### config.mk
export PLATFORM = sky130hd
export DESIGN_NAME = adc_spi_responder
export DESIGN_NICKNAME = d
export VERILOG_FILES = /design/src/rtl/adc_spi_responder.sv
export SDC_FILE = /design/constraint.sdc
export NUM_CORES = 1
export LEC_CHECK = 0
export CAP_MARGIN = 20
export CORE_MARGIN = 2
export CORE_UTILIZATION = 45
export CTS_CLUSTER_SIZE = 12
export DETAILED_ROUTE_END_ITERATION = 12
export GPL_TIMING_DRIVEN = 0
export PLACE_DENSITY = 0.72
export SLEW_MARGIN = 20
export SYNTH_ARGS = -nofsm -noshare
export SYNTH_HDL_FRONTEND = slang
export SYNTH_SLANG_ARGS = --single-unit
### constraint.sdc
create_clock -name clk -period 4.4 [get_ports clk]
set_clock_uncertainty 0.1 [all_clocks]
set_input_delay 0.88 -clock clk [delete_from_list [all_inputs] [get_ports clk]]
set_output_delay 0.88 -clock clk [all_outputs]
set_load 0.01 [all_outputs]
### src/rtl/adc_spi_responder.sv
// SPI responder emulating a serial ADC: decodes start/SGL/ODD on din, then returns
// a null bit followed by a DATA_W-bit result, MSB first, on doutb.
module adc_spi_responder #(
  parameter int DATA_W      = 8,
  parameter int SYNC_STAGES = 2
) (
  input  logic              clk,
  input  logic              rstc_n,
  input  logic              sclk,
  input  logic              cs,
  input  logic              din,
  input  logic [DATA_W-1:0] ch0_data,
  input  logic [DATA_W-1:0] ch1_data,
  output logic              doutb,
  output logic              doutb_oe,
  output logic              conv_done,
  output logic              frame_err,
  output logic              cmd_sgl,
  output logic              cmd_odd
);

  localparam int CNT_W = $clog2(DATA_W + 1);

  typedef enum logic [2:0] {
    IDLE  = 3'd0,
    CMD   = 3'd1,
    NULLB = 3'd2,
    DATA  = 3'd3,
    DONE  = 3'd4
  } state_t;

  state_t             state;
  logic [SYNC_STAGES-1:0] sclk_sync;
  logic [SYNC_STAGES-1:0] cs_sync;
  logic [SYNC_STAGES-1:0] din_sync;
  logic               sclk_prev;
  logic               sclk_synced;
  logic               cs_synced;
  logic               din_synced;
  logic               sclk_rise;
  logic               sclk_fall;
  logic [DATA_W-1:0]  shreg;
  logic [CNT_W-1:0]   cnt;
  logic               sgl_bit;

  // Single-ended result or clamped difference; the subtraction keeps a borrow bit.
  function automatic logic [DATA_W-1:0] compute_result(
    input logic              sgl,
    input logic              odd,
    input logic [DATA_W-1:0] a,
    input logic [DATA_W-1:0] b
  );
    logic [DATA_W:0]   diff;
    logic [DATA_W-1:0] res;
    if (sgl) begin
      res = odd ? b : a;
    end else begin
      diff = odd ? ({1'b0, b} - {1'b0, a}) : ({1'b0, a} - {1'b0, b});
      res  = diff[DATA_W] ? '0 : diff[DATA_W-1:0];
    end
    return res;
  endfunction

  assign sclk_synced = sclk_sync[SYNC_STAGES-1];
  assign cs_synced   = cs_sync[SYNC_STAGES-1];
  assign din_synced  = din_sync[SYNC_STAGES-1];
  assign sclk_rise   = sclk_synced & ~sclk_prev;
  assign sclk_fall   = ~sclk_synced & sclk_prev;

  // Input synchronisers; cs resets to the inactive level so the bus stays released.
  always_ff @(posedge clk or negedge rstc_n) begin
    if (!rstc_n) begin
      sclk_sync <= '0;
      cs_sync   <= '1;
      din_sync  <= '0;
      sclk_prev <= 1'b0;
    end else begin
      sclk_sync <= {sclk_sync[SYNC_STAGES-2:0], sclk};
      cs_sync   <= {cs_sync[SYNC_STAGES-2:0], cs};
      din_sync  <= {din_sync[SYNC_STAGES-2:0], din};
      sclk_prev <= sclk_synced;
    end
  end

  // Frame state machine with registered outputs.
  always_ff @(posedge clk or negedge rstc_n) begin
    if (!rstc_n) begin
      state     <= IDLE;
      shreg     <= '0;
      cnt       <= '0;
      sgl_bit   <= 1'b0;
      doutb     <= 1'b0;
      doutb_oe  <= 1'b0;
      conv_done <= 1'b0;
      frame_err <= 1'b0;
      cmd_sgl   <= 1'b0;
      cmd_odd   <= 1'b0;
    end else if (cs_synced) begin
      // Deselect wins over any coincident sclk edge.
      state     <= IDLE;
      doutb     <= 1'b0;
      doutb_oe  <= 1'b0;
      conv_done <= 1'b0;
      frame_err <= (state != IDLE) && (state != DONE);
    end else begin
      doutb_oe  <= 1'b1;
      conv_done <= 1'b0;
      frame_err <= 1'b0;
      case (state)
        IDLE: begin
          if (sclk_rise && din_synced) begin
            state <= CMD;
            cnt   <= '0;
          end
        end
        CMD: begin
          if (sclk_rise) begin
            if (cnt == '0) begin
              sgl_bit <= din_synced;
              cnt     <= CNT_W'(1);
            end else begin
              cmd_sgl <= sgl_bit;
              cmd_odd <= din_synced;
              shreg   <= compute_result(sgl_bit, din_synced, ch0_data, ch1_data);
              state   <= NULLB;
            end
          end
        end
        NULLB: begin
          if (sclk_fall) begin
            doutb <= 1'b0;
            cnt   <= '0;
            state <= DATA;
          end
        end
        DATA: begin
          if (sclk_fall && (cnt != CNT_W'(DATA_W))) begin
            doutb <= shreg[DATA_W-1];
            shreg <= {shreg[DATA_W-2:0], 1'b0};
            cnt   <= cnt + CNT_W'(1);
          end else if (sclk_rise && (cnt == CNT_W'(DATA_W))) begin
            // Initiator has just sampled the LSB.
            conv_done <= 1'b1;
            doutb     <= 1'b0;
            state     <= DONE;
          end
        end
        DONE: begin
          doutb <= 1'b0;
        end
        default: begin
          state <= IDLE;
          doutb <= 1'b0;
        end
      endcase
    end
  end

endmodule

==> flow_summary.ini <==
[global_routing]
grt_pass1_vias = 1687
antenna_found_initial = 0
track_usage = 0.1880
grt_pass1_wl_mm = 7.803
grt_overflow = 0
grt_max_degree = 30

[clock_tree]
hold_buffers = 0
clockBufferDepth = 2
clkLatencyLatePin_ns = 0.28
cts_resized = 0
cts-root-buf = clkbuf_8
cts_setup_buffers = 0
cts_tree = yes
clkTransAtPathRegs_ns = 0.06
clock-sinks = 29
cts_buffers = 5
h-tree-depth = 2

[setup_path]
crit_required_ns = 4.46
critPathKind = input pin to flop
cp-start-kind = input pin
path_max_fanout = 6
crit_top_cell = inv_1
path_buf_inv = 3
crit_path_end_kind = flop
arrival_ns = 3.13
worstPathCellList = clkdlybuf4s50_1 > inv_1 > ha_1 > inv_1 > fa_1 > mux2i_1 > o211a_1 > o311a_4 > nor2_8 > a221oi_1 > nor3_1
critPathMaxStageDelay_ns = 0.46
cpMaxStageDelayCell = clkdlybuf4s50_1
cp_top_family = compound AO/OA/AOI/OAI gates

[hold_path]
hp-class = flop to flop

[place]
placedCellCount = 339
dp_hpwl_mm = 3.588
globalplace.congestion = 0.8712
portBuffers = 26

[sta]
fin_crit_ns = 3.067
worst_slew_pin_slew_ns = 0.6296
fin_setup_tns_ns = 0
slew_violations = 0
finalHoldViolations = 0
setup_viol = 0
period_share = 0.6971
whs_ns = 0.2503
rsz0062_at_grt = false
slew_headroom = 0.5803
max_freq_mhz = 326.0

[finish]
fill_cells = 424
multi_input_area_sq_mm = 0.001335
layout-drive-gt1-share = 0.1250
stdcell_count = 347
nets = 322
area_growth_pct = 20.76
diodes = 0
seq_area_sq_um = 728.2

[floorplan]
die_w_um = 74.11
placementRows = 25
ios = 27
die_h_um = 74.11
dieArea_sq_mm = 0.005492
initial_core_util = 0.4683
core_area_sq_mm = 0.004723

[yosys]
synth_nets = 289
ys_types = 51
ys_seq_elements = 29
synth-edff-count = 0
yosys_warnings = 0
syn_inst = 246
synth.avg_cell_area_sq_um = 8.992
ys.flop_type = dfrtp_1
syn_area_sq_mm = 0.002212
ys_seq_area_frac = 0.3292
synth_async_sr_flop_share = 1.000

[pwr]
total_power_mw = 0.8069
irDropWorstVdd_mv = 0.2955
power.density_mw_per_mm2 = 302.0
leakage_nw = 1.199

[drt]
wirelength_mm = 4.712
firstDrtPassIters = 4
wl_per_cell_um = 13.58
vias = 1851
drc_errors = 0
viasPerCell = 5.334
drtIter0Drc = 87
postRouteAntennaNets = 0

[outcome]
status = finished clean

[job]
maxCapViolCount = 0
-- cell usage after synthesis, drive strengths merged (3+ instances only) --
master	number	area, sq um
a21oi	15	75.07
a221oi	6	83.83
a31oi	3	18.77
buf	6	36.28
clkbuf	6	22.52
dfrtp	27	675.7
ha	20	250.2
inv	24	90.09
mux2	5	60.05
mux2i	4	40.04
nand2	17	63.81
nand2b	3	18.77
nand3	5	25.02
nand3b	3	22.52
nand4	3	18.77
nor2	17	80.08
nor2b	6	37.54
nor3	16	105.1
nor4	3	18.77
o21ai	20	100.1
xnor2	4	35.03
-- final timing paths --
check,startpoint,to,slack (ns),cells after the start
setup / recovery,ch1_data[0],shreg[5],1.33,11
hold / removal,sclk_sync[0],sclk_sync[1],0.25,0
setup reg to reg,cnt[0],cnt[3],1.99,8
min in group asynchronous,rstc_n,shreg[1],0.51,1
hold reg to reg,sclk_sync[0],sclk_sync[1],0.25,0
max in group asynchronous,rstc_n,state[1],3.28,1
-- metrics by stage --
| step | instance area (sq um) | worst slack, ns | utilization |
|---|---|---|---|
| 5_1_grt | 2671 | 1.143 | 0.5656 |
| 6_report | 2671 | 1.333 | 0.5656 |
| 3_3_place_gp | 2556 | 1.060 | 0.5412 |
| 3_5_place_dp | 2551 | 1.020 | 0.5401 |
| 4_1_cts | 2671 | 1.334 | 0.5656 |
| 2_1_floorplan | 2212 | 1.722 | - |
-- report_power, final --
part	internal [mW]	leakage [nW]	total (mW)	switching [mW]
logic	0.0943	0.772	0.211	0.117
registers	0.293	0.369	0.310	0.0167
clock network	0.184	0.0574	0.286	0.103
total	0.571	1.20	0.807	0.236
-- cell type report --
| type | instances | share of cell area |
|---|---|---|
| timing repair buffer | 26 | 0.09555 |
| inverter | 24 | 0.03372 |
| clock buffer | 6 | 0.03091 |
| multi-input combinational | 181 | 0.4998 |
| sequential | 29 | 0.2726 |
| tap | 67 | 0.03138 |
| clock inverter | 2 | 0.01405 |
| buffer | 12 | 0.02201 |
-- cell families after synthesis --
family,share of synthesized area
XOR/XNOR,0.02376
buffers and inverters,0.06731
multiplexers,0.04525
adder cells (fa/ha/maj),0.1312
AND/OR/NAND/NOR,0.2110
AO/OA/AOI/OAI,0.1923
flip-flops,0.3292
-- routing by layer --
metal,up-vias,part of all wire,GRT usage
met5,-,0,0
met2,42,0.43,0.2659
met4,0,0.012,0.05859
met3,5,0.055,0.04878
met1,867,0.50,0.2804
li1,937,-,-
-- state kept, by name, summed over array words and instances (netlist names) --
register,count
shreg,8
cnt,4
state,3
cs_sync,2
din_sync,2
sclk_sync,2
cmd_odd,1
cmd_sgl,1
conv_done,1
doutb,1
doutb_oe,1
frame_err,1
sclk_prev,1
sgl_bit,1
-- layout by cell type (no fill, tap or decap), types with 2 or more instances in the layout --
cell / count
clkdlybuf4s50_1: 25
nor2b_1: 6
a21oi_1: 15
nand2b_1: 3
mux2i_1: 4
a211oi_1: 2
nand4_1: 3
a21o_1: 2
nor4_1: 3
mux2_2: 4
a32o_1: 2
clkbuf_8: 6
nor2_1: 16
o21ai_1: 2
dfstp_2: 2
buf_2: 6
a31oi_1: 3
o41ai_1: 2
nor3_2: 5
a221oi_2: 5
inv_1: 24
xnor2_1: 4
o21ai_0: 18
nand3_1: 5
nor3b_1: 2
xor2_1: 2
and3_1: 2
nand3b_1: 3
dfrtp_1: 27
clkbuf_1: 6
fa_1: 2
nor3_1: 11
ha_1: 20
nand2_1: 17
Power figures use the tool's default switching activity.
